$ cat src/rtl/median_filter_stream.sv
// Streaming sliding-window median filter with a single-entry output register.
// Optional synchronous flush port is enabled by defining MEDIAN_FILTER_FLUSH_EN.
module median_filter_stream #(
    parameter int DATA_W = 32,
    parameter int WIN    = 5
) (
    input  logic                          clk,
    input  logic                          rst_n,
`ifdef MEDIAN_FILTER_FLUSH_EN
    input  logic                          flush,
`endif
    input  logic                          in_valid,
    output logic                          in_ready,
    input  logic signed [DATA_W-1:0]      data_in,
    output logic                          out_valid,
    input  logic                          out_ready,
    output logic signed [DATA_W-1:0]      median,
    output logic [$clog2(WIN+1)-1:0]      fill_cnt
);

    localparam int FW = $clog2(WIN + 1);
    localparam logic [FW-1:0] WIN_CNT = FW'(WIN);
    localparam logic [FW-1:0] WIN_M1  = FW'(WIN - 1);
    localparam logic [FW-1:0] MID     = FW'((WIN - 1) / 2);

    if (WIN < 3 || WIN > 9 || (WIN % 2) == 0) begin : g_bad_win
        $error("median_filter_stream: WIN must be odd and within 3..9");
    end
    if (DATA_W < 8 || DATA_W > 32) begin : g_bad_width
        $error("median_filter_stream: DATA_W must be within 8..32");
    end

    logic                     flush_req;
    logic                     accept;
    logic                     produce;
    logic signed [DATA_W-1:0] win_q  [WIN];
    logic signed [DATA_W-1:0] win_nx [WIN];
    logic signed [DATA_W-1:0] med_nx;
    logic [FW-1:0]            rank;

`ifdef MEDIAN_FILTER_FLUSH_EN
    assign flush_req = flush;
`else
    assign flush_req = 1'b0;
`endif

    assign in_ready = !out_valid || out_ready;
    assign accept   = in_valid && in_ready && !flush_req;
    // A result is due once this accept completes (or keeps) a full window.
    assign produce  = accept && (fill_cnt >= WIN_M1);

    // Window after the shift: index 0 is the oldest sample, WIN-1 the newest.
    // Stable rank = elements strictly smaller, plus equal elements that are older.
    always_comb begin
        // NOTE: combinational logic uses blocking assignments and gives every
        // variable a default first, so no latch can be inferred.
        for (int k = 0; k < WIN - 1; k++) begin
            win_nx[k] = win_q[k + 1];
        end
        win_nx[WIN-1] = data_in;
        med_nx = '0;
        rank   = '0;
        for (int i = 0; i < WIN; i++) begin
            rank = '0;
            for (int j = 0; j < WIN; j++) begin
                if (j != i) begin
                    if ((win_nx[j] < win_nx[i]) || ((win_nx[j] == win_nx[i]) && (j < i))) begin
                        rank = rank + FW'(1);
                    end
                end
            end
            if (rank == MID) begin
                med_nx = win_nx[i];
            end
        end
    end

    always_ff @(posedge clk or negedge rst_n) begin
        if (!rst_n) begin
            // NOTE: the window storage is reset along with the control state so
            // the median path never sees X, even before the first full window.
            for (int k = 0; k < WIN; k++) begin
                win_q[k] <= '0;
            end
            fill_cnt  <= '0;
            out_valid <= 1'b0;
            median    <= '0;
        end else if (flush_req) begin
            fill_cnt  <= '0;
            out_valid <= 1'b0;
        end else begin
            if (accept) begin
                for (int k = 0; k < WIN; k++) begin
                    win_q[k] <= win_nx[k];
                end
                if (fill_cnt != WIN_CNT) begin
                    fill_cnt <= fill_cnt + FW'(1);
                end
            end
            if (produce) begin
                median    <= med_nx;
                out_valid <= 1'b1;
            end else if (out_ready) begin
                out_valid <= 1'b0;
            end
        end
    end

endmodule

$ cat config.mk
export PLATFORM = sky130hd
export DESIGN_NAME = median_filter_stream
export DESIGN_NICKNAME = d
export VERILOG_FILES = /design/src/rtl/median_filter_stream.sv
export SDC_FILE = /design/constraint.sdc
export NUM_CORES = 1
export LEC_CHECK = 0
export CAP_MARGIN = 0
export CORE_ASPECT_RATIO = 1.5
export CORE_MARGIN = 3
export CORE_UTILIZATION = 51
export CTS_CLUSTER_SIZE = 12
export DETAILED_ROUTE_END_ITERATION = 10
export GPL_TIMING_DRIVEN = 0
export PLACE_DENSITY = 0.75
export SETUP_SLACK_MARGIN = 0.2
export SLEW_MARGIN = 0
export SYNTH_ARGS = -nofsm -noshare
export SYNTH_HDL_FRONTEND = slang
export SYNTH_SLANG_ARGS = --single-unit
$ cat constraint.sdc
create_clock -name clk -period 9.7 [get_ports clk]
set_input_delay 1.455 -clock clk [delete_from_list [all_inputs] [get_ports clk]]
set_output_delay 1.455 -clock clk [all_outputs]
set_load 0.03 [all_outputs]
==> flow_summary.yaml, run 1 <==
cts:
  cts_root_buf: "clkbuf_16"
  cts.sinks: 164
  cts_setup_buffers: 0
  clkLatencyLatePin_ps: 470
  cts_buffers: 17
  cts_resized: 0
  clockBufferDepth: 2
  clk_pin_slew_ps: 80
  cts_tree: "yes"
  cts.htree.levels: 4
  cts_hold_buf: 0
layout:
  final_cell_mix: "ha_1 (333), nand2_1 (194), o21ai_0 (181), inv_1 (178), dfrtp_1 (164)"
  final_common_cell: "ha_1"
  final_nets: 2244
  syn2layout_area_growth_pct: 11.9
  fin_util_pct: 58.2
  drive_above_1_share_pct: 3.71
  diodes: 0
  instances_no_fill: 2283
  fillerInstances: 2775
logic_synthesis:
  synth_top_area_share_pct: 27.1
  ys.flop_type: "dfrtp_1"
  yosysUniqueCellTypes: 68
  yosys_register_bits: 164
  synth.cell_area_mm2: 0.0154
  ys_seq_area_share_pct: 26.7
  synthArstFlopShare_pct: 100
  yosys-top-cells-area: "ha_1 (27%), dfrtp_1 (27%), o21ai_0 (5.9%)"
  yosysWarningCount: 0
  synth_edf_count: 0
  netlist_instances: 1782
  yosys.area.top_type: "ha_1"
  syn_avg_cell_area_um2: 8.63
  synth_fp_nets: 2151
job:
  cap_violations: 1
routing:
  wl_per_cell_um: 29.7
  drt_pass1_iterations: 6
  ant_nets: 0
  drc: 0
  dr.first_iter.drc_count: 1341
  viasPerCell: 6.80
  vias: 15500
  wl_um: 67700
global_route:
  antenna_found_initial: 0
  gr-usage-all-layers_pct: 41.6
  grt_max_degree: 90
  grt_pass1_vias: 15400
  grt_pass1_wl_um: 98400
  globalRoute.totalOverflow: 0
timing:
  slew_headroom_pct: -3.52
  skew_ps: 14.4
  fmax_mhz: 116
  rsz0062_at_grt: "no"
  fin_crit_sh_pct: 88.9
  hold_violations: 0
  slew_violations: 3
  worst_pin_slew_ps: 1540
  fin_ws_ps: 1080
  setup_viol: 0
  finalWorstPathRequiredPeriod_ps: 8620
  whs_ps: 519
die:
  dieHeight_um: 219
  dieWidth_um: 148
  coreArea_mm2: 0.0296
  rows: 77
  dieArea_mm2: 0.0323
  initial_core_util_pct: 52.0
  pin_count: 73
status:
  outcome: "finished, violations left"
  violations: "max-capacitance violations, max-slew violations"
critical_path:
  crit_path_frequent_cell: "ha_1"
  crit_chain: "clkdlybuf4s50_1, inv_1, ha_1, nand4_1, nor4_1, clkbuf_2, a21boi_0, nor4_1, a211oi_1, ha_1, xnor2_1, ha_1, nor2b_1, nand3_1, mux4_2, nand3_1, clkbuf_1, o22ai_1, a221o_1"
  worstPathArrival_ps: 8970
  crit_path_end_kind: "flip-flop"
  cp.buffers_inverters: 4
  crit_family: "compound AO/OA/AOI/OAI gates"
  cp_data_required_time_ps: 10050
  cp_max_fo: 10
  critPathSlowestCell: "a211oi_1"
  r2r_slack_ps: 2310
  cp_slowest_stage_delay_ps: 890
  criticalPathCategory: "input pin to flip-flop"
  cp-start-kind: "input pin"
worst_hold_path:
  hp-class: "flip-flop to flip-flop"
placed_design:
  dpl.hpwl_um: 52900
  io_buffers: 72
  place_ws_ps: 807
  dp_cells: 2250
  gp_congestion: 1.09
-- metrics by stage --
stage / instance area, um^2 / setup TNS, ps
final: 17200 / 0
after global routing: 17200 / 0
after CTS: 17200 / 0
after detailed placement: 16600 / 0
after global placement: 16600 / -352
after floorplan: 15400 / 0
-- registers in the layout, indices dropped and copies added, names as in the netlist --
signal and flops:
fill_cnt 3, median 32, out_valid 1, win_nx 128
-- logic make-up (layout without fill, tap and decap cells) --
family	Yosys count	in the layout	synth area share, %
xor+xnor	7	7	0.399
fa+ha+maj	333	333	27.1
simple gates	443	443	14.4
buf+inv	252	358	6.17
compound gates	582	582	25.1
flops	164	164	26.7
mux	1	1	0.146
-- final timing paths --
kind,from,to,cells past startpoint
worst min-delay path,win_nx[61]$_DFFE_PN0P_,win_nx[93]$_DFFE_PN0P_,2
max in group asynchronous,rst_n,win_nx[54]$_DFFE_PN0P_,2
min in group asynchronous,rst_n,win_nx[154]$_DFFE_PN0P_,1
worst max register to register,win_nx[119]$_DFFE_PN0P_,median[8]$_DFFE_PN0P_,17
worst max-delay path,data_in[23],median[8]$_DFFE_PN0P_,19
worst min register to register,win_nx[61]$_DFFE_PN0P_,win_nx[93]$_DFFE_PN0P_,2
-- routing by layer --
layer,up-vias,track usage [%],routed length [um]
li1,6951,-,-
met4,0,39.1,7960
met1,7373,44.6,23300
met2,887,69.0,31500
met5,-,0,0
met3,314,7.26,5020
-- worst reg2reg max path, cell delays in order (launching register included) --
cell and delay, ps:
dfrtp_1 490, ha_1 350, nand4_1 310, nor4_1 740
clkbuf_2 310, a21boi_0 750, nor4_1 130, a211oi_1 890
ha_1 430, xnor2_1 150, ha_1 270, nor2b_1 150
nand3_1 90, mux4_2 500, nand3_1 330, clkbuf_1 740
o22ai_1 250, a221o_1 400
-- cell usage after synthesis, drive strengths merged (26+ instances only) --
cell / number
ha: 333
nand2: 194
o21ai: 182
inv: 178
dfrtp: 164
a21oi: 119
nand4: 70
clkbuf: 66
nand3: 37
o311ai: 34
o22ai: 28
a221o: 26
o41ai: 26
-- area by class of cell --
cell class	instances	area [um^2]	share of cell area, %
Sequential cell	164	4100	23.8
Clock buffer	18	429	2.49
Buffer	74	280	1.63
Clock inverter	14	154	0.894
Multi-Input combinational cell	1366	10300	60.0
Timing Repair Buffer	74	758	4.40
Inverter	178	668	3.88
Tap cell	395	494	2.87
Power of run 1 is left out: the tool's default activity adds up to more than one toggle a clock period on the data nets, which glitch-free logic cannot reach.
==> run 2, diff against run 1 <==
Settings changed: CORE_MARGIN 3 to 2.
==> flow_summary.yaml, run 2 (synthesized netlist as in run 1, its figures left out) <==
critical_path:
  r2r_slack_ps: 2320
  criticalPathCategory: "input pin to flip-flop"
  cp_data_required_time_ps: 10060
  cp-start-kind: "input pin"
  crit_path_end_kind: "flip-flop"
  worstPathArrival_ps: 8680
  cp_max_fo: 10
  reg2reg_depth: 19
  r2r-end: "median[11]$_DFFE_PN0P_"
  r2r-start: "win_nx[143]$_DFFE_PN0P_"
cts:
  cts.htree.levels: 4
  cts_hold_buf: 0
  cts_buffers: 17
  cts_tree: "yes"
  cts_root_buf: "clkbuf_16"
  clkLatencyLatePin_ps: 480
  clk_pin_slew_ps: 80
  cts_setup_buffers: 0
  cts_resized: 0
  cts.sinks: 164
  clockBufferDepth: 2
routing:
  ant_nets: 0
  viasPerCell: 6.90
  wl_um: 70600
  dr.first_iter.drc_count: 1642
  vias: 15700
  drt_pass1_iterations: 6
  wl_per_cell_um: 30.9
  drc: 0
timing:
  skew_ps: 15.8
  slew_violations: 0
  fin_ws_ps: 1380
  fmax_mhz: 120
  rsz0062_at_grt: "no"
  finalWorstPathRequiredPeriod_ps: 8320
  hold_violations: 0
  slew_headroom_pct: 13.8
  worst_pin_slew_ps: 1280
  fin_crit_sh_pct: 85.8
  setup_viol: 0
  final.setup.tns_ps: 0
  whs_ps: 522
global_route:
  grtUsageMet3_pct: 9.24
  grt_pass1_vias: 15800
  grt_max_degree: 89
  grtUsageMet1_pct: 46.9
  globalRoute.totalOverflow: 0
  gr-usage-all-layers_pct: 44.8
  antenna_found_initial: 0
  met2_usage_pct: 73.2
  grt_pass1_wl_um: 103000
  busiest_layer: "met2"
worst_hold_path:
  holdPathStages: 2
  hp-class: "flip-flop to flip-flop"
  hold_end: "win_nx[93]$_DFFE_PN0P_"
  min_from: "win_nx[61]$_DFFE_PN0P_"
die:
  rows: 77
  dieWidth_um: 146
  initial_core_util_pct: 52.0
  dieArea_mm2: 0.0316
  coreArea_mm2: 0.0296
  dieHeight_um: 217
  pin_count: 73
layout:
  drive_above_1_share_pct: 3.82
  largest_reg_flops: 128
  fillerInstances: 2756
  final_common_cell: "ha_1"
  syn2layout_area_growth_pct: 12.0
  diodes: 0
  final_nets: 2243
  final_cell_mix: "ha_1 (333), nand2_1 (194), o21ai_0 (181), inv_1 (178), dfrtp_1 (164)"
placed_design:
  io_buffers: 72
  place_ws_ps: 887
  gp_congestion: 1.04
  dpl.hpwl_um: 54100
status:
  outcome: "completed"
job:
  cap_violations: 0
==> run 2: cell types whose count changed in the layout (fill, tap and decap cells not counted), moves of 2 or more <==
cell,previous run,this run
inv_8,2,0
clkinv_2,3,1
clkbuf_8,0,3
inv_6,2,5
==> run 2: worst max-delay path, cell delays in order <==
cell             delay (ps)
clkdlybuf4s50_1         540
inv_1                   150
ha_1                    350
nand4_1                 210
nor4_1                 1100
nand3_1                 220
a21oi_1                 350
nor4_1                   90
a211oi_1                860
ha_1                    420
xnor2_1                 140
ha_1                    270
nor2b_1                 140
nand3_1                  90
mux4_2                  500
nand3_1                 280
clkbuf_1                840
o22ai_1                 240
a221o_1                 410
==> run 2: worst max-delay path by stage <==
stage / start / to / slack (ps) / depth (start not counted)
2_1_floorplan: data_in[21] / median[10]$_DFFE_PN0P_ / 4000 / 19
3_3_place_gp: rst_n / win_nx[153]$_DFFE_PN0P_ / 20 / 1
3_5_place_dp: data_in[23] / median[12]$_DFFE_PN0P_ / 890 / 18
4_1_cts: data_in[23] / median[12]$_DFFE_PN0P_ / 1380 / 18
5_1_grt: data_in[23] / median[12]$_DFFE_PN0P_ / 1210 / 20
6_report: data_in[19] / median[12]$_DFFE_PN0P_ / 1380 / 19
==> run 2: cell type report <==
cell class | instances | area (um^2) | share of cell area [%]
clock buffers | 20 | 467 | 2.71
multi-input cells | 1366 | 10300 | 60.0
well taps | 395 | 494 | 2.87
clock inverters | 12 | 119 | 0.690
inverters | 178 | 668 | 3.88
flip-flops and latches | 164 | 4100 | 23.8
plain buffers | 74 | 280 | 1.63
repair buffers | 73 | 753 | 4.37
==> run 2: per-stage QoR <==
stage | instances | instance area [um^2] | utilization (%)
after detailed placement | 2250 | 16600 | 56.2
after floorplan | 1782 | 15400 | -
after global placement | 2249 | 16600 | 56.1
after CTS | 2282 | 17200 | 58.2
after global routing | 2282 | 17200 | 58.2
final | 2282 | 17200 | 58.2
==> run 2: per-layer routing <==
layer	share of wire [%]	vias to the layer above
met5	0	-
met4	12	0
met3	8.3	377
met2	46	951
met1	33	7460
li1	-	6949
Power of run 2 is left out for the same reason.
==> run 3, diff against run 2 <==
Settings changed: SLEW_MARGIN 0 to not set.
==> results of run 3 <==
No change in the layout: final DEF, timing and power equal those of run 2.
Power of run 3 is left out for the same reason.
==> variant 1, RTL diff (config.mk and constraints of run 2) <==
The parameter `DATA_W` goes from 32 to 16.
--- a/src/rtl/median_filter_stream.sv
+++ b/src/rtl/median_filter_stream.sv
@@ -1,7 +1,7 @@
 // Streaming sliding-window median filter with a single-entry output register.
 // Optional synchronous flush port is enabled by defining MEDIAN_FILTER_FLUSH_EN.
 module median_filter_stream #(
-    parameter int DATA_W = 32,
+    parameter int DATA_W = 16,
     parameter int WIN    = 5
 ) (
     input  logic                          clk,
Interface: changed (resized data_in and median); port bits go from 73 to 41. No check against the original RTL was run, so the function may have changed too.
==> variant 1 against run 2 <==
Cell area shrank 47%; worst setup slack gained 2.2 ns; via count shrank 52%; register-to-register slack gained 2.2 ns; area after synthesis shrank 47%; sequential cell count shrank 80; wire length shrank 61%; critical path depth shrank 2; critical endpoint is now median[8]$_DFFE_PN0P_.
Power is not shown: default switching activity piles up to over one toggle a cycle in this logic, so the estimate is an artifact.
==> variant 1: results (changes against run 2) <==
Worst path max stage delay = 0.51 ns (was 1.10 ns)
HPWL Detailed = 22,000 um (was 54,100 um)
largest delay contributor family on the critical path = adder cells (was simple AND/OR/NAND/NOR gates)
Synth cell types = 83 (was 68)
Synth area leaders = ha_1, dfrtp_1, a21oi_1 (was ha_1, dfrtp_1, o21ai_0)
Final GP Congestion = 1.01 (was 1.04)
vias after detailed routing = 7,575 (was 15,700)
status = complete, no violations (unchanged)
DP Area = 8810 um2 (was 16,600 um2)
Reg2Reg Setup Slack = 4.47 ns (was 2.32 ns)
Largest register FFs = 64 (was 128)
total CTS buffers = 9 (was 17)
number of DRC markers in iteration 0 = 563 (was 1,642)
PortBufs = 40 (was 72)
Min Hold Slack = 0.534 ns (was 0.522 ns)
DP Worst Slack = 3.35 ns (was 0.887 ns)
Clock Latency Late Sink = 0.35 ns (was 0.48 ns)
met2 usage = 0.575 (was 0.732)
Filler Cells Inserted = 1,433 (was 2,756)
vias in the first global route = 7,474 (was 15,800)
Total GRT Usage = 0.339 (was 0.448)
share of layout cells above drive strength 1 = 0.0783 (was 0.0382)
M3 GR Usage = 0.0471 (was 0.0924)
Critical R2R Capture = median[5]$_DFFE_PN0P_ (was median[11]$_DFFE_PN0P_)
Fin Clk Skew = 0.00959 ns (was 0.0158 ns)
Slowest-stage cell, CP = clkdlybuf4s50_1 (was nor4_1)
Worst-path clk slew = 0.06 ns (was 0.08 ns)
Reg2Reg Depth = 17 (was 19)
maximum level of the CTS H-tree = 3 (was 4)
Critical Path AT = 6.31 ns (was 8.68 ns)
Hold EP = fill_cnt[0]$_DFFE_PN0P_ (was win_nx[93]$_DFFE_PN0P_)
Final nets = 1,172 (was 2,243)
routing usage on met1 = 0.395 (was 0.469)
DR WL/cell = 23.4 um (was 30.9 um)
n_diodes = 0 (unchanged)
Syn Nets = 1,120 (was 2,151)
RR Startpoint = win_nx[29]$_DFFE_PN0P_ (was win_nx[143]$_DFFE_PN0P_)
commonest cells in the netlist = ha_1, inv_1, nand2_1 (was ha_1, nand2_1, o21ai_0)
first-pass GRT wire length = 42,400 um (was 103,000 um)
hold wc startpoint = fill_cnt[0]$_DFFE_PN0P_ (was win_nx[61]$_DFFE_PN0P_)
Seq/Total Area, Yosys = 0.259 (was 0.267)
Worst Tran Pin Value = 0.927 ns (was 1.28 ns)
hold depth = 1 (was 2)
Synth Area per Inst = 8.77 um2 (was 8.63 um2)
[variant 1: cell types whose count changed after synthesis, moves of 24 or more]
cell,run 2,this run
a21oi_1,119,86
a221o_1,26,0
clkbuf_1,66,16
dfrtp_1,164,84
ha_1,333,173
inv_1,178,100
nand2_1,194,98
nand4_1,70,29
o21ai_0,181,75
o221a_2,24,0
[variant 1: layer usage]
| layer | part of all wire | vias up |
|---|---|---|
| met2 | 0.48 | 332 |
| met5 | 0 | - |
| li1 | - | 3544 |
| met1 | 0.38 | 3591 |
| met3 | 0.063 | 108 |
| met4 | 0.078 | 0 |
[variant 1: kinds of logic after synthesis]
family	share of synthesized area
and+or+nand+nor	0.149
DFF	0.259
muxes	0.00416
xor gates and xnor gates	0.00985
buffers and inverters	0.0713
AOI/OAI and AO/OA	0.239
adders and majority gates	0.268
[variant 1: layout make-up]
| cell class | instances | area [um2] | area share |
|---|---|---|---|
| well taps | 203 | 254 | 0.0278 |
| clock inverters | 5 | 85.1 | 0.00931 |
| clock buffers | 11 | 243 | 0.0266 |
| flip-flops and latches | 84 | 2100 | 0.230 |
| repair buffers | 41 | 425 | 0.0466 |
| multi-input cells | 709 | 5450 | 0.596 |
| plain buffers | 30 | 181 | 0.0199 |
| inverters | 104 | 398 | 0.0435 |
[variant 1: worst max path at each step]
stage / from / end / slack (ns) / cells past startpoint
final: data_in[15] / median[8]$_DFFE_PN0P_ / 3.61 / 17
after global placement: data_in[15] / median[6]$_DFFE_PN0P_ / 3.41 / 17
after detailed placement: data_in[15] / median[8]$_DFFE_PN0P_ / 3.35 / 17
after global routing: data_in[15] / median[8]$_DFFE_PN0P_ / 3.41 / 17
after floorplan: data_in[1] / median[10]$_DFFE_PN0P_ / 5.03 / 16
after CTS: data_in[15] / median[8]$_DFFE_PN0P_ / 3.70 / 17
==> variant 2, RTL diff (settings of run 2) <==
Without the edit above. Register the output `fill_cnt` once more, without a reset; this adds one clock of latency there. The other outputs are not delayed to match.
--- a/src/rtl/median_filter_stream.sv
+++ b/src/rtl/median_filter_stream.sv
@@ -23,6 +23,8 @@
     localparam logic [FW-1:0] WIN_M1  = FW'(WIN - 1);
     localparam logic [FW-1:0] MID     = FW'((WIN - 1) / 2);
 
+    logic [$clog2(WIN+1)-1:0] fill_cnt_s0;
+
     if (WIN < 3 || WIN > 9 || (WIN % 2) == 0) begin : g_bad_win
         $error("median_filter_stream: WIN must be odd and within 3..9");
     end
@@ -47,7 +49,7 @@
     assign in_ready = !out_valid || out_ready;
     assign accept   = in_valid && in_ready && !flush_req;
     // A result is due once this accept completes (or keeps) a full window.
-    assign produce  = accept && (fill_cnt >= WIN_M1);
+    assign produce  = accept && (fill_cnt_s0 >= WIN_M1);
 
     // Window after the shift: index 0 is the oldest sample, WIN-1 the newest.
     // Stable rank = elements strictly smaller, plus equal elements that are older.
@@ -82,19 +84,19 @@
             for (int k = 0; k < WIN; k++) begin
                 win_q[k] <= '0;
             end
-            fill_cnt  <= '0;
+            fill_cnt_s0 <= '0;
             out_valid <= 1'b0;
             median    <= '0;
         end else if (flush_req) begin
-            fill_cnt  <= '0;
+            fill_cnt_s0 <= '0;
             out_valid <= 1'b0;
         end else begin
             if (accept) begin
                 for (int k = 0; k < WIN; k++) begin
                     win_q[k] <= win_nx[k];
                 end
-                if (fill_cnt != WIN_CNT) begin
-                    fill_cnt <= fill_cnt + FW'(1);
+                if (fill_cnt_s0 != WIN_CNT) begin
+                    fill_cnt_s0 <= fill_cnt_s0 + FW'(1);
                 end
             end
             if (produce) begin
@@ -106,5 +108,9 @@
         end
     end
 
+    always_ff @(posedge clk) begin
+        fill_cnt <= fill_cnt_s0;
+    end
+
 endmodule
 
Formal check against the unedited RTL: not equivalent (Yosys sat finds a counterexample within 4 cycles, from zero or initial values and one cycle with rst_n low).
==> variant 2 against run 2 <==
Cell count rose by 0.83%; sequential cell count rose by 3; non-clock buffer count fell by 9; worst setup slack improved by 1.1 ns; via count fell by 3.4%; wire length fell by 12%; cell area rose by 0.54%; sequential share of layout area rose by 0.22 points; area after synthesis rose by 0.63%; maximum frequency rose by 16%; critical path type unchanged; largest cell class unchanged.
Power is left out: the tool's default activity adds up to more than one toggle a clock period on the data nets, which glitch-free logic cannot reach.
==> variant 2: results (changes against run 2) <==
invs w/o clock = 190 (was 178)
vias per cell = 6.60 (was 6.90)
met2 usage = 0.676 (was 0.732)
routing usage on met1 = 0.428 (was 0.469)
Syn Nets = 2,165 (was 2,151)
Seq/Total Area, Yosys = 0.269 (was 0.267)
Total GRT Usage = 0.394 (was 0.448)
Hold Path Class = flop to flop (unchanged)
ClkCell Share = 0.0340 (about the same)
DRT Pass-1 Iters = 6 (unchanged)
Fin Clk Skew = 0.0139 ns (was 0.0158 ns)
area of the multi-input gates = 10,300 um2 (about the same)
DP Area = 16,700 um2 (was 16,600 um2)
Slowest-stage cell, CP = a211oi_1 (was nor4_1)
share of layout cells above drive strength 1 = 0.0526 (was 0.0382)
initial antenna violation count = 0 (unchanged)
Filler Cells Inserted = 2,826 (was 2,756)
Async SR Flop Fraction = 0.982 (was 1.00)
n_diodes = 0 (unchanged)
hold depth = 0 (was 2)
Post-Synthesis Cells = 1,796 (was 1,782)
mux share of post-synthesis cell area = 0.0111 (was 0.00146)
Total Wirelength = 62,500 um (was 70,600 um)
met2 wire len = 30,100 um (was 32,600 um)
Multi-input comb cells = 1,374 (was 1,366)
number of DRC markers in iteration 0 = 1,354 (was 1,642)
Worst path max stage delay = 0.83 ns (was 1.10 ns)
post-synthesis xor/xnor area fraction = 0.00445 (was 0.00399)
number of non-clock buffers = 138 (was 147)
Final GP Congestion = 1.00 (was 1.04)
Synth area leaders = ha_1, dfrtp_1, o21ai_0 (unchanged)
Final nets = 2,257 (was 2,243)
Synth cell types = 84 (was 68)
Worst-path clk slew = 0.07 ns
die width = 146 um (about the same)
DR WL/cell = 27.1 um (was 30.9 um)
final core occ = 0.576 (was 0.582)
Post-Synth Adder-Cell Area = 0.269 (was 0.271)
met3 routed WL = 3920 um (was 5860 um)
Reg2Reg Depth = 20 (was 19)
wl on met1 = 22,300 um (was 23,600 um)
Max clock buf depth = 2 (unchanged)
status = complete, no violations (unchanged)
Clock Latency Late Sink = 0.47 ns
Max Used Layer = met4 (unchanged)
Seq/total area = 0.240 (was 0.238)
complex-gate fraction of the synthesized area = 0.248 (was 0.251)
largest delay contributor family on the critical path = compound AO/OA/AOI/OAI gates (was simple AND/OR/NAND/NOR gates)
Worst Tran Pin Value = 1.16 ns (was 1.28 ns)
M3 GR Usage = 0.0583 (was 0.0924)
Seq cells = 167 (was 164)
DP Worst Slack = 2.20 ns (was 0.887 ns)
clock buf count = 21 (was 20)
vias in the first global route = 15,100 (was 15,800)
largest net degree at the start of global routing = 89 (unchanged)
HPWL Detailed = 49,600 um (was 54,100 um)
non-clk buf share = 0.0600 (about the same)
commonest cells in the netlist = ha_1, o21ai_0, nand2_1 (was ha_1, nand2_1, o21ai_0)
PortBufs = 72 (unchanged)
first-pass GRT wire length = 92,500 um (was 103,000 um)
-- variant 2: cell count changes after synthesis, sizes merged, moves of 14 or more --
cell,before,now
a21oi,119,159
a221o,26,2
a221oi,5,32
a31oi,23,6
and2,25,3
clkbuf,66,46
nor2,25,39
o21ai,182,209
o22ai,28,2
o2bb2ai,1,28
o41ai,26,0
-- variant 2: path summary, 6_finish.rpt --
check	slack, ns	startpoint	endpoint
worst max-delay path	2.51	data_in[31]	median[15]$_DFFE_PN0P_
worst min register to register	0.45	fill_cnt_s0[1]$_DFFE_PN0P_	fill_cnt[1]$_DFF_P_
worst min-delay path	0.45	fill_cnt_s0[1]$_DFFE_PN0P_	fill_cnt[1]$_DFF_P_
worst max register to register	3.34	win_nx[56]$_DFFE_PN0P_	median[0]$_DFFE_PN0P_
max in group asynchronous	7.85	rst_n	win_nx[37]$_DFFE_PN0P_
min in group asynchronous	0.94	rst_n	win_nx[151]$_DFFE_PN0P_
